## config.mk

```make
export PLATFORM = sky130hd
export DESIGN_NAME = cdtv_ir_encoder_flat
export DESIGN_NICKNAME = d
export VERILOG_FILES = /design/src/rtl/cdtv_ir_encoder_if.sv /design/src/rtl/cdtv_ir_encoder.sv /design/src/flat_wrapper.sv
export SDC_FILE = /design/constraint.sdc
export NUM_CORES = 1
export LEC_CHECK = 0
export ABC_CLOCK_PERIOD_IN_PS = 4400
export BUFFER_PORTS_ARGS = -buffer_cell sky130_fd_sc_hd__buf_2
export CAP_MARGIN = 20
export CORE_ASPECT_RATIO = 1.25
export CORE_MARGIN = 4
export CORE_UTILIZATION = 64
export DETAILED_ROUTE_END_ITERATION = 6
export GPL_TIMING_DRIVEN = 0
export MAX_ROUTING_LAYER = met4
export PLACE_DENSITY = 0.84
export SLEW_MARGIN = 25
export SYNTH_ARGS = -nofsm -noshare
export SYNTH_HDL_FRONTEND = slang
export SYNTH_SLANG_ARGS = --single-unit
```

## constraint.sdc

```tcl
create_clock -name clk -period 4.4 [get_ports clk]
set_input_delay 0.66 -clock clk [delete_from_list [all_inputs] [get_ports clk]]
set_output_delay 0.66 -clock clk [all_outputs]
set_load 0.005 [all_outputs]
```

## src/rtl/cdtv_ir_encoder_if.sv

```systemverilog
// cdtv_ir_encoder_if
// Bundles the encoder's request and status signals.
//
// Handshake: send is a level request. While idle, the encoder accepts a frame
// on any clk edge where send=1 and latches cmd on that same edge. After
// acceptance the encoder ignores cmd, and it looks at send only at the end of
// each gap. At that point, send=1 chains a repeat frame and send=0 returns the
// encoder to idle. busy stays high from acceptance to the end of the last gap.
// done pulses for exactly one clk at the end of every gap.
//
// Signals:
//   cmd       12-bit command code (master -> encoder)
//   send      frame request level (master -> encoder)
//   ir_n      IR envelope, 0 = mark, 1 = space/idle (encoder -> master)
//   busy      frame in progress (encoder -> master)
//   done      end-of-gap pulse (encoder -> master)
//   fsm_state encoder state for debug/observation (encoder -> master)
interface cdtv_ir_encoder_if;
  logic [11:0] cmd;
  logic        send;
  logic        ir_n;
  logic        busy;
  logic        done;
  logic [2:0]  fsm_state;

  modport master (
    output cmd,
    output send,
    input  ir_n,
    input  busy,
    input  done,
    input  fsm_state
  );

  modport slave (
    input  cmd,
    input  send,
    output ir_n,
    output busy,
    output done,
    output fsm_state
  );
endinterface

```

## src/rtl/cdtv_ir_encoder.sv

```systemverilog
// cdtv_ir_encoder
// Generates the CDTV remote IR envelope. A data frame is made of the
// following parts, in order:
//   - a leader mark
//   - a leader space
//   - 24 pulse-distance bits, sent LSB first: cmd, then ~cmd
//   - a stop mark
//   - an idle gap
// A repeat frame sends the leader mark, a short leader space, the stop mark
// and the gap. The encoder sends repeat frames for as long as send stays high
// at the end of each gap.
// All durations count ena_1mhz strobes, and every *_US parameter must be >= 1.
//
// Ports:
//   clk       system clock
//   n_reset   synchronous active-low reset
//   ena_1mhz  one-clk 1 MHz timing strobe
//   bus       cdtv_ir_encoder_if.slave (cmd, send, ir_n, busy, done, fsm_state)
module cdtv_ir_encoder #(
  parameter int LEADER_US       = 9000,
  parameter int LEADER_SPACE_US = 4500,
  parameter int REPEAT_SPACE_US = 2100,
  parameter int BIT_MARK_US     = 400,
  parameter int ZERO_SPACE_US   = 400,
  parameter int ONE_SPACE_US    = 1200,
  parameter int GAP_US          = 40000
) (
  input  logic              clk,
  input  logic              n_reset,
  input  logic              ena_1mhz,
  cdtv_ir_encoder_if.slave  bus
);

  // Size the duration counter for the longest interval.
  localparam int MAX_A   = (LEADER_US > LEADER_SPACE_US) ? LEADER_US : LEADER_SPACE_US;
  localparam int MAX_B   = (REPEAT_SPACE_US > BIT_MARK_US) ? REPEAT_SPACE_US : BIT_MARK_US;
  localparam int MAX_C   = (ZERO_SPACE_US > ONE_SPACE_US) ? ZERO_SPACE_US : ONE_SPACE_US;
  localparam int MAX_AB  = (MAX_A > MAX_B) ? MAX_A : MAX_B;
  localparam int MAX_ABC = (MAX_AB > MAX_C) ? MAX_AB : MAX_C;
  localparam int MAX_ALL = (MAX_ABC > GAP_US) ? MAX_ABC : GAP_US;
  localparam int CNT_W   = $clog2(MAX_ALL + 1);

  localparam logic [CNT_W-1:0] C_LEAD  = CNT_W'(LEADER_US);
  localparam logic [CNT_W-1:0] C_LSP   = CNT_W'(LEADER_SPACE_US);
  localparam logic [CNT_W-1:0] C_RSP   = CNT_W'(REPEAT_SPACE_US);
  localparam logic [CNT_W-1:0] C_BM    = CNT_W'(BIT_MARK_US);
  localparam logic [CNT_W-1:0] C_ZERO  = CNT_W'(ZERO_SPACE_US);
  localparam logic [CNT_W-1:0] C_ONE   = CNT_W'(ONE_SPACE_US);
  localparam logic [CNT_W-1:0] C_GAP   = CNT_W'(GAP_US);
  localparam logic [CNT_W-1:0] C_ONE_T = CNT_W'(1);

  localparam logic [4:0] LAST_BIT = 5'd23;

  typedef enum logic [2:0] {
    IDLE       = 3'd0,
    LEAD_MARK  = 3'd1,
    LEAD_SPACE = 3'd2,
    BIT_MARK   = 3'd3,
    BIT_SPACE  = 3'd4,
    STOP_MARK  = 3'd5,
    GAP        = 3'd6
  } state_t;

  state_t           state, state_nxt;
  logic [CNT_W-1:0] cnt, cnt_nxt;
  logic [23:0]      shreg, shreg_nxt;
  logic [4:0]       bit_cnt, bit_cnt_nxt;
  logic             rpt, rpt_nxt;
  logic             done_r, done_nxt;
  logic             last_strobe;

  // The strobe that consumes the final count of the current state. Each state
  // lasts exactly its loaded count of strobes.
  assign last_strobe = ena_1mhz && (cnt == C_ONE_T);

  always_ff @(posedge clk) begin
    if (!n_reset) begin
      state   <= IDLE;
      cnt     <= '0;
      shreg   <= '0;
      bit_cnt <= '0;
      rpt     <= 1'b0;
      done_r  <= 1'b0;
    end else begin
      state   <= state_nxt;
      cnt     <= cnt_nxt;
      shreg   <= shreg_nxt;
      bit_cnt <= bit_cnt_nxt;
      rpt     <= rpt_nxt;
      done_r  <= done_nxt;
    end
  end

  always_comb begin
    state_nxt   = state;
    cnt_nxt     = cnt;
    shreg_nxt   = shreg;
    bit_cnt_nxt = bit_cnt;
    rpt_nxt     = rpt;
    done_nxt    = 1'b0;

    // Count down on strobes. A state's final strobe reloads the counter for
    // the next state instead of counting down.
    if (state != IDLE && ena_1mhz && !last_strobe) begin
      cnt_nxt = cnt - C_ONE_T;
    end

    case (state)
      IDLE: begin
        // Acceptance is not gated by ena_1mhz, so a request is taken on the
        // first clk edge that sees it.
        if (bus.send) begin
          state_nxt   = LEAD_MARK;
          cnt_nxt     = C_LEAD;
          shreg_nxt   = {~bus.cmd, bus.cmd};
          bit_cnt_nxt = '0;
          rpt_nxt     = 1'b0;
        end
      end

      LEAD_MARK: begin
        if (last_strobe) begin
          state_nxt = LEAD_SPACE;
          cnt_nxt   = rpt ? C_RSP : C_LSP;
        end
      end

      LEAD_SPACE: begin
        if (last_strobe) begin
          // A repeat frame carries no bits, so it goes straight to the stop mark.
          state_nxt = rpt ? STOP_MARK : BIT_MARK;
          cnt_nxt   = C_BM;
        end
      end

      BIT_MARK: begin
        if (last_strobe) begin
          state_nxt = BIT_SPACE;
          cnt_nxt   = shreg[0] ? C_ONE : C_ZERO;
        end
      end

      BIT_SPACE: begin
        if (last_strobe) begin
          shreg_nxt   = {1'b0, shreg[23:1]};
          bit_cnt_nxt = bit_cnt + 5'd1;
          state_nxt   = (bit_cnt == LAST_BIT) ? STOP_MARK : BIT_MARK;
          cnt_nxt     = C_BM;
        end
      end

      STOP_MARK: begin
        if (last_strobe) begin
          state_nxt = GAP;
          cnt_nxt   = C_GAP;
        end
      end

      GAP: begin
        if (last_strobe) begin
          done_nxt = 1'b1;
          if (bus.send) begin
            // send still held: chain a repeat frame so busy never drops.
            state_nxt   = LEAD_MARK;
            cnt_nxt     = C_LEAD;
            rpt_nxt     = 1'b1;
            bit_cnt_nxt = '0;
          end else begin
            state_nxt = IDLE;
            cnt_nxt   = '0;
          end
        end
      end

      default: begin
        state_nxt = IDLE;
        cnt_nxt   = '0;
      end
    endcase
  end

  assign bus.ir_n      = !((state == LEAD_MARK) || (state == BIT_MARK) || (state == STOP_MARK));
  assign bus.busy      = (state != IDLE);
  assign bus.done      = done_r;
  assign bus.fsm_state = state;

endmodule

```

## src/flat_wrapper.sv

```systemverilog
// flat-port wrapper written by rule: the top's interface ports become plain ports
module cdtv_ir_encoder_flat 
#(
  parameter int LEADER_US       = 9000,
  parameter int LEADER_SPACE_US = 4500,
  parameter int REPEAT_SPACE_US = 2100,
  parameter int BIT_MARK_US     = 400,
  parameter int ZERO_SPACE_US   = 400,
  parameter int ONE_SPACE_US    = 1200,
  parameter int GAP_US          = 40000
)
  (clk, n_reset, ena_1mhz, bus_cmd, bus_send, bus_ir_n, bus_busy, bus_done, bus_fsm_state);
  cdtv_ir_encoder_if bus_i ();
  input  logic clk;
  input  logic n_reset;
  input  logic ena_1mhz;
  input wire logic [$bits(bus_i.cmd)-1:0] bus_cmd;
  input wire logic [$bits(bus_i.send)-1:0] bus_send;
  output wire logic [$bits(bus_i.ir_n)-1:0] bus_ir_n;
  output wire logic [$bits(bus_i.busy)-1:0] bus_busy;
  output wire logic [$bits(bus_i.done)-1:0] bus_done;
  output wire logic [$bits(bus_i.fsm_state)-1:0] bus_fsm_state;
  assign bus_i.cmd = bus_cmd;
  assign bus_i.send = bus_send;
  assign bus_ir_n = bus_i.ir_n;
  assign bus_busy = bus_i.busy;
  assign bus_done = bus_i.done;
  assign bus_fsm_state = bus_i.fsm_state;
  cdtv_ir_encoder #(.LEADER_US(LEADER_US), .LEADER_SPACE_US(LEADER_SPACE_US), .REPEAT_SPACE_US(REPEAT_SPACE_US), .BIT_MARK_US(BIT_MARK_US), .ZERO_SPACE_US(ZERO_SPACE_US), .ONE_SPACE_US(ONE_SPACE_US), .GAP_US(GAP_US)) u_core (.clk(clk), .n_reset(n_reset), .ena_1mhz(ena_1mhz), .bus(bus_i));
endmodule
```

==> flow_summary.yaml, run 1 <==
outcome:
  outcome: "completed"
grt:
  antenna_found_initial: 0
  grt_pass1_vias: 2490
  grt_pass1_wl_mm: 11.36
  grt_use_total: 0.2827
  grt_max_degree: 15
  overflow: 0
timing:
  rsz0062_at_grt: "no"
  skew_ns: 0.003089
  setup_viol: 0
  tightest_slew_ns: 0.8648
  slew_headroom: 0.4174
  maxSlewViolCount: 0
  finalSetupTns_ns: 0
  max_clock_freq_ghz: 0.3740
  fin_crit_ns: 2.674
  period_share: 0.6077
  hold_violations: 0
  fin_ws_ns: 1.726
power_and_ir_drop:
  vdd_drop_max_uv: 291.5
  power.density_nw_per_um2: 322.1
  p_leak_nw: 1.197
drt:
  drc: 0
  ant_nets: 0
  routed_wl_mm: 6.654
  viasPerCell: 6.191
  routedWlPerCell_um: 15.92
  vias: 2588
  drt-initial-drc-count: 188
  first_pass_iters: 5
yosys:
  syn_avg_cell_area_um2: 8.043
  ys_seq_area_frac: 0.3726
  syn_inst: 334
  synth_area_um2: 2686
  async_flop_share: 0
  yosysUniqueCellTypes: 52
  ys_seq_elements: 50
  synth_edf_count: 0
  synth_ff_type: "dfxtp_1"
  synth_fp_nets: 353
  yosysWarningCount: 0
clock_tree:
  root_buffer: "clkbuf_8"
  clock_path_buffers: 2
  cts-buffers-inserted: 5
  clock_sinks: 50
  clk_latency_ns: 0.30
  ctsHoldBuffers: 0
  ctsResizeCount: 0
  cts_tree: "built"
  clkTransAtPathRegs_ns: 0.09
  post-cts-setup-buffers: 0
  htree_levels: 2
die:
  fp.dieH_um: 80.44
  ios: 22
  num_rows: 26
  start_util: 0.6606
  dieArea_um2: 5304
  fp.dieW_um: 65.95
  coreArea_um2: 4066
final_layout:
  mostFrequentLayoutCells: "nand2_1 (53), dfxtp_1 (50), buf_2 (26)"
  n_antenna_cell: 0
  final_common_cell: "nand2_1"
  drive_above_1_share: 0.1050
  fin_nets: 380
  area.growth.synth_to_final_pct: 10.29
place:
  pre_cts_ws_ns: 1.633
  gp_congestion: 0.8985
  portBuffers: 20
  dp_hpwl_mm: 4.906
critical_path:
  path_max_fanout: 10
  crit_path_start_kind: "register"
  required_ns: 4.59
  timing_worst_setup_path_type: "reg2reg"
  arrival_ns: 2.87
  end_kind: "register"
job:
  max_cap_violations: 0
worst_hold_path:
  hold_class: "reg2reg"
[Yosys cell counts, types with 7 or more instances]
library cell / n / share of area
dfxtp_1: 50 / 0.37
xnor2_1: 9 / 0.029
nand2_1: 53 / 0.074
clkbuf_1: 15 / 0.021
a21oi_1: 19 / 0.035
a21boi_0: 12 / 0.034
nor3_1: 7 / 0.013
nand3_1: 21 / 0.039
nor2_1: 25 / 0.035
o211ai_1: 13 / 0.036
o21ai_0: 13 / 0.024
o211a_1: 12 / 0.045
[power breakdown]
part / switching [mW] / total [mW] / leakage, nW / internal (mW)
registers: 0.0192 / 0.496 / 0.410 / 0.477
logic: 0.0840 / 0.141 / 0.735 / 0.0567
clock network: 0.147 / 0.317 / 0.0524 / 0.170
[logic make-up (layout without fill, tap and decap cells)]
family | after synthesis | count (layout) | share of synthesized area
xor+xnor | 15 | 15 | 0.04891
simple gates | 142 | 142 | 0.2650
compound gates | 95 | 95 | 0.2538
buf+inv | 28 | 56 | 0.04192
flops | 50 | 50 | 0.3726
fa+ha+maj | 3 | 3 | 0.01397
mux | 1 | 1 | 0.003726
[flip-flops by register name, summed over array words and instances (netlist names)]
name / flops
u_core.bus.fsm_state: 3
u_core.cnt: 16
u_core.rpt: 1
u_core.shreg: 24
u_core.bus.done: 1
u_core.bit_cnt: 5
[path summary, 6_finish.rpt]
check / cells past startpoint / startpoint / slack [ns] / to
worst max-delay path: 8 / u_core.cnt[2] / 1.73 / u_core.bit_cnt[2]
worst min-delay path: 2 / u_core.shreg[14] / 0.47 / u_core.shreg[14]
worst max register to register: 8 / u_core.cnt[2] / 1.73 / u_core.bit_cnt[2]
worst min register to register: 2 / u_core.shreg[14] / 0.47 / u_core.shreg[14]
[cell type report]
cell class              instances  area, um2
plain buffers                  22      90.09
inverters                       6      22.52
clock inverters                 1      30.03
clock buffers                   7      76.32
well taps                      56      70.07
fillers                       326       1104
flip-flops and latches         50       1001
multi-input cells             256       1573
repair buffers                 20      100.1
[worst max-delay path, stage by stage (launching register included)]
cell     delay, ns
dfxtp_1       0.30
buf_2         0.15
or4_1         0.51
buf_2         0.19
nor4_4        0.46
buf_2         0.30
a31oi_1       0.30
nand2_1       0.27
nor2_1        0.08
[per-stage QoR]
step                      area, um2  power [mW]    util  cells  hold slack [ns]
after floorplan                2686      0.6042       -    334           0.4411
after global placement         2856      0.6395  0.7025    410           0.4523
after global routing           2963      0.9984  0.7286    418           0.4962
after CTS                      2963      0.9568  0.7286    418           0.4702
final                          2963      0.9542  0.7286    418           0.4680
after detailed placement       2856      0.6434  0.7025    410           0.4583
[layer usage]
metal,routed length [um],global-route usage,vias up
li1,-,-,1264
met1,2724,0.3229,1197
met2,3296,0.4604,98
met3,364,0.05175,29
met4,269,0.1646,0
met5,0,-,-
No activity file was read; power rests on OpenSTA's default activity.
==> run 2, diff against run 1 <==
--- a/config.mk
+++ b/config.mk
@@ -5,16 +5,16 @@
 export SDC_FILE = /design/constraint.sdc
 export NUM_CORES = 1
 export LEC_CHECK = 0
-export ABC_CLOCK_PERIOD_IN_PS = 4400
+export ABC_CLOCK_PERIOD_IN_PS = 2280
 export BUFFER_PORTS_ARGS = -buffer_cell sky130_fd_sc_hd__buf_2
 export CAP_MARGIN = 20
 export CORE_ASPECT_RATIO = 1.25
 export CORE_MARGIN = 4
-export CORE_UTILIZATION = 64
+export CORE_UTILIZATION = 54
 export DETAILED_ROUTE_END_ITERATION = 6
 export GPL_TIMING_DRIVEN = 0
 export MAX_ROUTING_LAYER = met4
-export PLACE_DENSITY = 0.84
+export PLACE_DENSITY = 0.76
 export SLEW_MARGIN = 25
 export SYNTH_ARGS = -nofsm -noshare
 export SYNTH_HDL_FRONTEND = slang
==> constraint.sdc (replaced) <==
create_clock -name clk -period 2.28 [get_ports clk]
set_input_delay 0.342 -clock clk [delete_from_list [all_inputs] [get_ports clk]]
set_output_delay 0.342 -clock clk [all_outputs]
set_load 0.005 [all_outputs]
==> run 2 against run 1 <==
- die area increased by 16%
- design area increased by 9.7%
- clock power increased by 96%
- register-to-register slack got worse by 1.6 ns
- hold slack got worse by 0.11 ns
- sequential cell count unchanged
- highest routed layer unchanged
==> flow_summary.yaml, run 2 (synthesized netlist as in run 1, its figures left out) <==
outcome:
  outcome: "completed"
critical_path:
  slowest_stage: "or4_4"
  r2r-start: "u_core.cnt[3]"
  path_delay_family: "simple AND/OR/NAND/NOR gates"
  reg2reg_depth: 7
  timing_worst_setup_path_type: "reg2reg"
  arrival_ns: 2.40
  end_kind: "register"
  r2r_setup_slack_ns: 0.09
  required_ns: 2.49
  crit_path_start_kind: "register"
  path_buf_inv: 1
  critPathMaxStageDelay_ns: 0.58
  reg2reg_to: "u_core.cnt[15]"
  crit_path_cell_trace: "or4_4 > buf_4 > nor4_2 > nand4b_1 > xor2_1 > nor2_1 > a31o_2"
  path_max_fanout: 6
drt:
  ant_nets: 0
  vias: 2614
  first_pass_iters: 4
  routed_wl_mm: 7.038
  viasPerCell: 5.995
  drt-initial-drc-count: 153
  drc: 0
  routedWlPerCell_um: 16.14
die:
  coreArea_um2: 4765
  dieArea_um2: 6174
  fp.dieW_um: 71.09
  ios: 22
  num_rows: 28
  fp.dieH_um: 86.86
  start_util: 0.5638
job:
  max_cap_violations: 0
worst_hold_path:
  hold_class: "in2reg"
  min_delay_path_depth: 4
  hold_end: "u_core.shreg[12]"
  holdCritStartpoint: "bus_cmd[0]"
power_and_ir_drop:
  power.density_nw_per_um2: 589.7
  p_leak_nw: 1.312
  fin_total_pwr_mw: 1.917
  vdd_drop_max_uv: 600.4
timing:
  setup_viol: 0
  max_clock_freq_ghz: 0.4561
  skew_ns: 0.007446
  maxSlewViolCount: 0
  period_share: 0.9617
  finalSetupTns_ns: 0
  hold_violations: 0
  rsz0062_at_grt: "yes"
  slew_headroom: 0.4167
  fin_ws_ns: 0.08732
  tightest_slew_ns: 0.8658
  worst_hold_slack_ns: 0.3599
  fin_crit_ns: 2.193
grt:
  grt_pass1_vias: 2462
  overflow: 0
  grt_pass1_wl_mm: 11.74
  grt_use_total: 0.2420
  grt_max_degree: 16
  antenna_found_initial: 0
clock_tree:
  root_buffer: "clkbuf_8"
  cts_tree: "built"
  clkTransAtPathRegs_ns: 0.09
  ctsHoldBuffers: 0
  clock_path_buffers: 2
  htree_levels: 2
  cts-buffers-inserted: 5
  clk_latency_ns: 0.31
  clock_sinks: 50
final_layout:
  largest-register: "u_core.shreg"
  largest_reg_flops: 24
  reg_top3: "u_core.shreg x24, u_core.cnt x16, u_core.bit_cnt x5"
  mostFrequentLayoutCells: "nand2_1 (52), dfxtp_1 (40), nor2_1 (25)"
  drive_above_1_share: 0.2340
  layout.cells.non_filler: 436
  final_common_cell: "nand2_1"
  fin_nets: 394
  final_cell_area_um2: 3251
  n_antenna_cell: 0
  utilization: 0.6822
  area.growth.synth_to_final_pct: 21.01
place:
  dp_hpwl_mm: 5.029
  portBuffers: 20
  place_area_um2: 2861
  gp_congestion: 0.9299
  pre_cts_ws_ns: -0.3360
  placedCellCount: 414
run 2: cell types whose count changed in the layout (fill, tap and decap cells not counted), moves of 3 or more:
cell / previous run / this run
buf_4: 0 / 17
dfxtp_1: 50 / 40
clkbuf_1: 17 / 10
dfxtp_2: 0 / 7
a21oi_1: 19 / 15
buf_2: 26 / 22
a21oi_2: 0 / 3
dfxtp_4: 0 / 3
or4_1: 4 / 1
or4_4: 0 / 3
run 2: worst max path at each step:
stage	to	depth (start not counted)	startpoint
3_5_place_dp	u_core.bit_cnt[3]	8	u_core.cnt[2]
2_1_floorplan	u_core.bus.fsm_state[1]	9	u_core.cnt[2]
5_1_grt	u_core.cnt[12]	7	u_core.cnt[7]
4_1_cts	u_core.cnt[12]	8	u_core.cnt[0]
3_3_place_gp	u_core.bit_cnt[0]	8	u_core.cnt[2]
6_report	u_core.cnt[15]	7	u_core.cnt[3]
run 2: area by class of cell:
type	count	area (um2)
multi-input combinational	256	1690
fill	390	1514
sequential	50	1021
timing repair buffer	38	239.0
buffer	18	93.84
tap	60	75.07
clock buffer	5	68.82
clock inverter	3	40.04
inverter	6	22.52
run 2: worst min-delay path: cells and delay by family:
| kind | cells | cell delay, ns |
|---|---|---|
| AO/OA/AOI/OAI | 2 | 0.15 |
| buffers and inverters | 1 | 0.07 |
| AND/OR/NAND/NOR | 1 | 0.06 |
run 2: layer usage:
layer  vias to the layer above  wire length [um]  GRT usage
met4                         0               203    0.08547
li1                       1293                 -          -
met3                        19               264    0.03580
met2                        66              3557     0.4211
met5                         -                 0          -
met1                      1236              3012     0.2836
run 2: power by group:
part | internal, mW | switching, mW | leakage (nW) | total, mW
clock network | 0.323 | 0.297 | 0.0579 | 0.620
logic | 0.159 | 0.175 | 0.839 | 0.334
registers | 0.921 | 0.0416 | 0.415 | 0.963
run 2: timing repair:
action	CTS	global route
cloned	0	0
pin swaps	6	7
endpoints found under the setup margin	46	41
endpoints found under the hold margin	0	0
setup buffers	8	10
gates resized for setup	27	26
==> run 3, diff against run 2 <==
--- a/config.mk
+++ b/config.mk
@@ -12,7 +12,6 @@
 export CORE_MARGIN = 4
 export CORE_UTILIZATION = 54
 export DETAILED_ROUTE_END_ITERATION = 6
-export GPL_TIMING_DRIVEN = 0
 export MAX_ROUTING_LAYER = met4
 export PLACE_DENSITY = 0.76
 export SLEW_MARGIN = 25
==> run 3 against run 2 <==
- hold slack improved by 0.0034 ns
- clock power fell by 15%
- global-route usage decreased by 1.6 points
- sequential power down 1%
- wire length fell by 5.9%
- cell count rose by 0.69%
- non-clock buffer count rose by 3
- register-to-register slack lost 0.03 ns
- sequential cell count unchanged
- clock-buffer cell count is 2 higher
- critical endpoint unchanged
==> flow_summary.yaml, run 3 (synthesized netlist as in run 1, its figures left out) <==
grt:
  antenna_found_initial: 0
  grt_max_degree: 26
  grt_pass1_wl_mm: 10.99
  overflow: 0
  grt_pass1_vias: 2450
  grt_use_total: 0.2264
timing:
  skew_ns: 0.005126
  worst_hold_slack_ns: 0.3633
  tightest_slew_ns: 0.5583
  setup_viol: 0
  maxSlewViolCount: 0
  hold_violations: 0
  slew_headroom: 0.6246
  period_share: 0.9769
  fin_crit_ns: 2.227
  finalSetupTns_ns: 0
  max_clock_freq_ghz: 0.4490
critical_path:
  r2r_setup_slack_ns: 0.05
  timing_worst_setup_path_type: "reg2reg"
  reg2reg_to: "u_core.cnt[15]"
  required_ns: 2.48
  end_kind: "register"
  crit_end: "u_core.cnt[15]"
  path_max_fanout: 3
  cp-startpoint: "u_core.cnt[9]"
  slowest_stage: "or4_1"
  crit_path_start_kind: "register"
  critPathMaxStageDelay_ns: 0.54
  r2r-start: "u_core.cnt[9]"
  crit_path_cell_trace: "or4_1 > buf_4 > nor4_2 > nand3_1 > o2111ai_1 > nor2_1 > a31o_2"
  reg2reg_depth: 7
  arrival_ns: 2.42
drt:
  first_pass_iters: 4
  wl_met1_mm: 2.850
  vias: 2610
  drt-initial-drc-count: 112
  routedWlPerCell_um: 15.09
  dr_wl_met3_um: 258
  wl_met2_mm: 3.333
  drc: 0
  viasPerCell: 5.945
  highest_layer: "met4"
  ant_nets: 0
  routed_wl_mm: 6.623
place:
  dp_hpwl_mm: 4.765
  gp_congestion: 0.8858
  portBuffers: 21
clock_tree:
  ctsHoldBuffers: 0
  clk_latency_ns: 0.30
  root_buffer: "clkbuf_8"
  htree_levels: 2
  clock_path_buffers: 2
  clkTransAtPathRegs_ns: 0.09
  cts_tree: "built"
  cts-buffers-inserted: 5
  clock_sinks: 50
outcome:
  outcome: "completed"
final_layout:
  nFillCells: 410
  final_common_cell: "nand2_1"
  drive_above_1_share: 0.2322
  largest-register: "u_core.shreg"
  n_antenna_cell: 0
  largest_reg_flops: 24
  area.growth.synth_to_final_pct: 20.35
  fin_nets: 397
  mostFrequentLayoutCells: "nand2_1 (52), dfxtp_1 (48), buf_4 (35)"
  utilization: 0.6786
  reg_top3: "u_core.shreg x24, u_core.cnt x16, u_core.bit_cnt x5"
power_and_ir_drop:
  power.density_nw_per_um2: 557.0
  p_leak_nw: 1.351
  vdd_drop_max_uv: 654.5
die:
  fp.dieH_um: 86.86
  fp.dieW_um: 71.09
  coreArea_um2: 4765
  num_rows: 28
  dieArea_um2: 6174
  start_util: 0.5638
  ios: 22
job:
  max_cap_violations: 0
worst_hold_path:
  hold_class: "in2reg"
## run 3: timing repair
| action | CTS | global route |
|---|---|---|
| setup buffers | 0 | 5 |
| pin swaps | 0 | 4 |
| cloned | 0 | 1 |
| gates resized for setup | 3 | 19 |
| endpoints found under the setup margin | 3 | 33 |
## run 3: where the power goes
group | internal (mW) | total [mW] | switching, mW
registers | 0.921 | 0.950 | 0.0287
logic | 0.149 | 0.326 | 0.177
clock network | 0.245 | 0.525 | 0.279
total | 1.32 | 1.80 | 0.485
## run 3: routing by layer
metal	vias up	global-route usage
met2	74	0.3916
met3	14	0.03118
met1	1224	0.2687
met5	-	-
met4	0	0.08034
li1	1298	-
## run 3: area by class of cell
class | count | area, um2 | share of cell area
clock buffer | 7 | 86.33 | 0.02670
clock inverter | 1 | 5.005 | 0.001548
inverter | 6 | 22.52 | 0.006966
multi-input combinational | 256 | 1639 | 0.5070
sequential | 50 | 1003 | 0.3104
tap | 60 | 75.07 | 0.02322
timing repair buffer | 59 | 401.6 | 0.1242
## run 3: worst min-delay path by stage
stage | start | endpoint | slack [ns] | cells past startpoint
after floorplan | u_core.shreg[13] | u_core.shreg[13] | 0.44 | 2
after global routing | bus_cmd[6] | u_core.shreg[18] | 0.38 | 4
after CTS | bus_cmd[11] | u_core.shreg[23] | 0.36 | 4
after global placement | u_core.shreg[18] | u_core.shreg[18] | 0.45 | 2
final | bus_cmd[6] | u_core.shreg[18] | 0.36 | 4
after detailed placement | u_core.shreg[19] | u_core.shreg[19] | 0.46 | 2
## run 3: critical path: cells and delay by family, from the launching register on
| family | cells | cell delay [ns] |
|---|---|---|
| AOI/OAI and AO/OA | 2 | 0.38 |
| buffers and inverters | 1 | 0.19 |
| DFF | 1 | 0.35 |
| and+or+nand+nor | 4 | 1.20 |
## run 3: metrics by stage
step / power [mW] / setup WS (ns) / std cells / area (um2)
floorplan: 1.166 / 0.09269 / 334 / 2686
global placement: 1.270 / -0.2005 / 425 / 3017
detailed placement: 1.276 / -0.2290 / 425 / 3017
CTS: 1.802 / 0.007126 / 433 / 3124
global route: 1.901 / -0.06764 / 439 / 3233
finish: 1.801 / 0.05275 / 439 / 3233
